<file path="src/rtl/input_port_requester_pkg.sv">
// Shared definitions for the router input-port requester: flit_id codes,
// requester FSM states and the saturating flit counter helper.
package input_port_requester_pkg;

  localparam int DATA_W_DEF = 32;

  localparam logic [2:0] ID_HEADER = 3'b001;
  localparam logic [2:0] ID_BODY   = 3'b010;
  localparam logic [2:0] ID_TAIL   = 3'b100;

  typedef enum logic [2:0] {
    REQ_IDLE = 3'b001,
    REQ_WAIT = 3'b010,
    REQ_SEND = 3'b100
  } req_state_e;

  // Packet flit counts stick at the field maximum rather than wrapping.
  function automatic logic [11:0] sat_inc(input logic [11:0] v);
    return (v == 12'hFFF) ? v : v + 12'd1;
  endfunction

endpackage

</file>
<file path="src/rtl/input_port_requester_flit_fifo.sv">
// Synchronous first-word-fall-through flit FIFO; the head entry is always
// presented on rdata, and pushes into a full FIFO or pops from an empty one are ignored.
module flit_fifo #(
  parameter int WIDTH = 35,
  parameter int DEPTH = 8
) (
  input  logic             clk,
  input  logic             rst,
  input  logic             push,
  input  logic [WIDTH-1:0] wdata,
  input  logic             pop,
  output logic [WIDTH-1:0] rdata,
  output logic             full,
  output logic             empty
);

  localparam int AW = $clog2(DEPTH);
  localparam int CW = AW + 1;

  logic [WIDTH-1:0] mem_q [DEPTH];
  logic [AW-1:0]    wr_ptr_q, wr_ptr_d;
  logic [AW-1:0]    rd_ptr_q, rd_ptr_d;
  logic [CW-1:0]    cnt_q, cnt_d;
  logic             do_push, do_pop;

  assign full    = (cnt_q == CW'(DEPTH));
  assign empty   = (cnt_q == '0);
  assign do_push = push & ~full;
  assign do_pop  = pop & ~empty;
  assign rdata   = mem_q[rd_ptr_q];

  // DEPTH is a power of two, so the pointers wrap on natural overflow.
  always_comb begin
    wr_ptr_d = wr_ptr_q + AW'(do_push);
    rd_ptr_d = rd_ptr_q + AW'(do_pop);
    cnt_d    = cnt_q + CW'(do_push) - CW'(do_pop);
  end

  always_ff @(posedge clk) begin
    if (rst) begin
      wr_ptr_q <= '0;
      rd_ptr_q <= '0;
      cnt_q    <= '0;
    end else begin
      wr_ptr_q <= wr_ptr_d;
      rd_ptr_q <= rd_ptr_d;
      cnt_q    <= cnt_d;
    end
  end

  always_ff @(posedge clk) begin
    if (do_push) mem_q[wr_ptr_q] <= wdata;
  end

endmodule

</file>
<file path="src/rtl/input_port_requester.sv">
// Requester side of the output-port arbitration: buffers flits, requests the
// arbiter when a HEADER reaches the head, and forwards the packet once granted.
module input_port_requester
  import input_port_requester_pkg::*;
#(
  parameter int DATA_W  = DATA_W_DEF,
  parameter int DEPTH   = 8,
  parameter int LEN_LSB = 0
) (
  input  logic              clk,
  input  logic              rst,
  input  logic              in_valid,
  input  logic [DATA_W-1:0] in_flit,
  input  logic [2:0]        in_id,
  output logic              in_ready,
  input  logic              grant,
  input  logic              out_ready,
  output logic              req,
  output logic [2:0]        flit_id,
  output logic [11:0]       length,
  output logic              out_valid,
  output logic [DATA_W-1:0] out_flit,
  output logic              len_err,
  output logic              drop_err
);

  localparam int FW = DATA_W + 3;

  logic              fifo_full, fifo_empty, fifo_pop;
  logic [FW-1:0]     head;
  logic [2:0]        head_id;
  logic [DATA_W-1:0] head_flit;
  logic [11:0]       head_len;

  req_state_e  state_q, state_d;
  logic [11:0] cnt_q, cnt_d;
  logic [11:0] len_q, len_d;
  logic        req_q, req_d;
  logic        len_err_q, len_err_d;
  logic        drop_err_q, drop_err_d;

  flit_fifo #(.WIDTH(FW), .DEPTH(DEPTH)) u_fifo (
    .clk   (clk),
    .rst   (rst),
    .push  (in_valid),
    .wdata ({in_flit, in_id}),
    .pop   (fifo_pop),
    .rdata (head),
    .full  (fifo_full),
    .empty (fifo_empty)
  );

  assign head_id   = head[2:0];
  assign head_flit = head[FW-1:3];
  assign head_len  = head_flit[LEN_LSB+11:LEN_LSB];

  assign in_ready = ~fifo_full;
  assign out_flit = head_flit;
  assign flit_id  = fifo_empty ? 3'b000 : head_id;
  assign length   = (state_q != REQ_SEND && !fifo_empty && head_id == ID_HEADER) ? head_len : len_q;
  assign req      = req_q;
  assign len_err  = len_err_q;
  assign drop_err = drop_err_q;

  always_comb begin
    state_d    = state_q;
    cnt_d      = cnt_q;
    len_d      = len_q;
    len_err_d  = 1'b0;
    drop_err_d = 1'b0;
    fifo_pop   = 1'b0;
    out_valid  = 1'b0;
    case (state_q)
      REQ_IDLE: begin
        if (!fifo_empty) begin
          if (head_id == ID_HEADER) begin
            state_d = REQ_WAIT;
            len_d   = head_len;
          end else begin
            fifo_pop   = 1'b1;
            drop_err_d = 1'b1;
          end
        end
      end
      REQ_WAIT: begin
        if (grant) state_d = REQ_SEND;
      end
      REQ_SEND: begin
        // A dropped grant simply stalls the packet; the request stays up.
        out_valid = grant & ~fifo_empty;
        if (out_valid && out_ready) begin
          fifo_pop = 1'b1;
          if (head_id == ID_TAIL) begin
            state_d   = REQ_IDLE;
            cnt_d     = '0;
            len_err_d = (sat_inc(cnt_q) != len_q);
          end else begin
            cnt_d = sat_inc(cnt_q);
          end
        end
      end
      default: state_d = REQ_IDLE;
    endcase
    req_d = (state_d != REQ_IDLE);
  end

  always_ff @(posedge clk) begin
    if (rst) begin
      state_q    <= REQ_IDLE;
      cnt_q      <= '0;
      len_q      <= '0;
      req_q      <= 1'b0;
      len_err_q  <= 1'b0;
      drop_err_q <= 1'b0;
    end else begin
      state_q    <= state_d;
      cnt_q      <= cnt_d;
      len_q      <= len_d;
      req_q      <= req_d;
      len_err_q  <= len_err_d;
      drop_err_q <= drop_err_d;
    end
  end

endmodule
</file>
<file path="config.mk">
export PLATFORM = sky130hd
export DESIGN_NAME = input_port_requester
export DESIGN_NICKNAME = d
export VERILOG_FILES = /design/src/rtl/input_port_requester_pkg.sv /design/src/rtl/input_port_requester_flit_fifo.sv /design/src/rtl/input_port_requester.sv
export SDC_FILE = /design/constraint.sdc
export NUM_CORES = 1
export LEC_CHECK = 0
export ABC_AREA = 0
export BUFFER_PORTS_ARGS = -buffer_cell sky130_fd_sc_hd__buf_2
export CAP_MARGIN = 10
export CORE_ASPECT_RATIO = 1.5
export CORE_MARGIN = 3
export CORE_UTILIZATION = 40
export DETAILED_ROUTE_END_ITERATION = 8
export PLACE_DENSITY_LB_ADDON = 0.08
export SLEW_MARGIN = 20
export SYNTH_ARGS = -nofsm -noshare
export SYNTH_HDL_FRONTEND = slang
export SYNTH_SLANG_ARGS = --single-unit
</file>
<file path="constraint.sdc">
create_clock -name clk -period 8.9 [get_ports clk]
set_input_delay 1.335 -clock clk [delete_from_list [all_inputs] [get_ports clk]]
set_output_delay 1.335 -clock clk [all_outputs]
set_load 0.01 [all_outputs]
</file>
==> impl_metrics.env <==
export IMPL_start_kind="flip-flop"
export IMPL_reg2reg_to="u_fifo.cnt_q[2]"
export IMPL_cts_hold_buffers=0
export IMPL_placed_area_um2=13800
export IMPL_fmax_ghz=0.201
export IMPL_synth_seq_cells=320
export IMPL_path_class="reg2out"
export IMPL_ff2ff_path_depth=13
export IMPL_num_rows=79
export IMPL_power_mw=4.31
export IMPL_p_leak_nw=4.96
export IMPL_p_seq_share_pct=44.2
export IMPL_fin_tns_setup_ns=0
export IMPL_ff2ff_setup_slack_ns=4.88
export IMPL_maxSlewViolCount=0
export IMPL_required_ns=7.57
export IMPL_worst_slack_ns=3.93
export IMPL_cts_sinks=320
export IMPL_port_buffers=91
export IMPL_slew_headroom_pct=26.0
export IMPL_cts_root_buffer="clkbuf_16"
export IMPL_fin_crit_ns=4.97
export IMPL_area_delta_synth_final_pct=15.2
export IMPL_antenna_found_initial=3
export IMPL_wl_um=27900
export IMPL_die_area_um2=34500
export IMPL_cts_buffers=31
export IMPL_postSynth_asyncResetShare_pct=0
export IMPL_routedWlPerCell_um=22.7
export IMPL_p_int_mw=3.10
export IMPL_drive_above_1_share_pct=33.4
export IMPL_layout_commonest_cell="edfxtp_1"
export IMPL_gp_congestion=0.908
export IMPL_grt_usage_pct=16.3
export IMPL_cts_resized=0
export IMPL_via_per_inst=5.44
export IMPL_status="finished, final reports clean"
export IMPL_crit_path_start="u_fifo.rd_ptr_q[0]"
export IMPL_max_cap_violations=0
export IMPL_synth_main_ff_cell="edfxtp_1"
export IMPL_yosysSeqAreaShare_pct=71.4
export IMPL_cts_tree="done"
export IMPL_start_util_pct=41.0
export IMPL_grt_max_degree=72
export IMPL_worst_ep_arrival_time_ns=3.64
export IMPL_drtIter0Drc=368
export IMPL_clock_power_share_pct=30.2
export IMPL_fin_crit_sh_pct=55.9
export IMPL_drc_errors=0
export IMPL_netlist_area_um2=12900
export IMPL_powerDensity_nw_per_um2=290
export IMPL_dr_pass1_iters=4
export IMPL_setup_viol=0
export IMPL_die_y_um=226
export IMPL_post_cts_repair_setup_buffers=0
export IMPL_r2r_start="u_fifo.rd_ptr_q[0]"
export IMPL_synth_area_per_cell_um2=18.4
export IMPL_path_clk_slew_ns=0.06
export IMPL_synthCells=702
export IMPL_vias=6693
export IMPL_vdd_ir_drop_max_uv=160
export IMPL_grt_pass1_vias=7167
export IMPL_dieWidth_um=153
export IMPL_htree_levels=1
export IMPL_layoutNonFillerInstCount=1231
export IMPL_nets=855
export IMPL_skew_ns=0.0107
export IMPL_clkLatencyLatePin_ns=0.56
export IMPL_drt_antenna_violating_nets=0
export IMPL_switching_power_mw=1.21
export IMPL_grt_overflow_total=0
export IMPL_coreArea_um2=31400
export IMPL_fin_area_um2=14900
export IMPL_clock_path_buffers=3
export IMPL_tightestPinTransition_ns=1.11
export IMPL_fin_util_pct=47.2
export IMPL_worstSetupEndpointType="output port"
export IMPL_dp_cells=1175
export IMPL_synth_edf_count=280
export IMPL_final_cell_mix="edfxtp_1, buf_2, mux4_2"
export IMPL_grt_pass1_wl_um=42900
export IMPL_dp_hpwl_um=15900
export IMPL_yosys_warnings=0
export IMPL_netSwitchingFraction_pct=28.0
export IMPL_holdWs_ns=0.547
export IMPL_yosys_cell_types_count=55
export IMPL_synth_nets=754
export IMPL_post_place_ws_ns=4.38
export IMPL_critPathMaxFanout=44
export IMPL_final_hold_violation_count=0
export IMPL_boundaryPins=92
export IMPL_rsz0062_at_grt="no"
export IMPL_hp_class="reg2reg"
export IMPL_crit_end="length[4]"
export IMPL_power_share_combinational_pct=25.5
## worst min path at each step
stage	start	to	cells after the start
6_report	cnt_q[9]	cnt_q[9]	1
2_1_floorplan	state_q[2]	drop_err	1
5_1_grt	cnt_q[3]	cnt_q[3]	1
3_3_place_gp	state_q[2]	drop_err	1
3_5_place_dp	cnt_q[9]	cnt_q[9]	1
4_1_cts	cnt_q[9]	cnt_q[9]	1
## per-layer routing
metal,routed length (µm),GRT usage [%],up-vias
li1,-,-,3013
met1,11200,19.5,3484
met2,14700,29.6,148
met3,1300,2.86,46
met4,726,5.55,2
met5,8,0,-
## flip-flops by register name, summed over array words and instances (netlist names)
name / count
u_fifo.mem_q: 280
cnt_q: 12
len_q: 12
u_fifo.cnt_q: 4
state_q: 3
u_fifo.rd_ptr_q: 3
u_fifo.wr_ptr_q: 3
drop_err: 1
len_err: 1
req: 1
## area by class of cell
cell class              count  area, µm²
clock inverters            17        206
inverters                  11       41.3
clock buffers              37        798
repair buffers            101        531
diodes                      2       5.00
flip-flops and latches    320       9220
fillers                  2669      16600
multi-input cells         338       3550
well taps                 405        507
## Yosys cell counts (7+ instances only)
master | n | share of area (%)
a31oi_1 | 7 | 0.34
nor3_1 | 11 | 0.43
a21oi_1 | 19 | 0.74
edfxtp_1 | 280 | 65
xnor2_1 | 9 | 0.61
buf_2 | 12 | 0.47
inv_1 | 11 | 0.32
o21ai_0 | 11 | 0.43
nand2_1 | 19 | 0.55
clkbuf_1 | 14 | 0.41
dfxtp_1 | 40 | 6.2
nor2b_1 | 8 | 0.39
ha_1 | 11 | 1.1
nor2_1 | 44 | 1.3
mux2_2 | 43 | 3.8
nand2b_1 | 7 | 0.34
nand3_1 | 9 | 0.35
mux4_2 | 70 | 12
mux2i_1 | 15 | 1.2
## power groups by stage
stage	sequential (mW)	combinational, mW	clock (mW)
finish	1.91	1.10	1.30
global route	1.93	1.21	1.40
CTS	1.92	1.13	1.35
detailed placement	1.95	1.12	0
global placement	1.94	1.10	0
floorplan	1.81	0.871	0
## cell families after synthesis
group                    after synthesis  synth area share [%]
AO/OA/AOI/OAI                         59                  2.87
XOR/XNOR                              14                 0.951
flip-flops                           320                  71.4
buffers and inverters                 44                  1.51
adder cells (fa/ha/maj)               12                  1.22
AND/OR/NAND/NOR                      125                  4.88
multiplexers                         128                  17.1
## worst max-delay path: stages, from the launching register on
cell and delay, ns:
dfxtp_4 0.95, mux4_2 0.59, mux2i_1 0.27, and3b_1 0.34, nand3b_2 0.36, mux2_2 0.40
buf_2 0.14
Power figures use the tool's default switching activity.
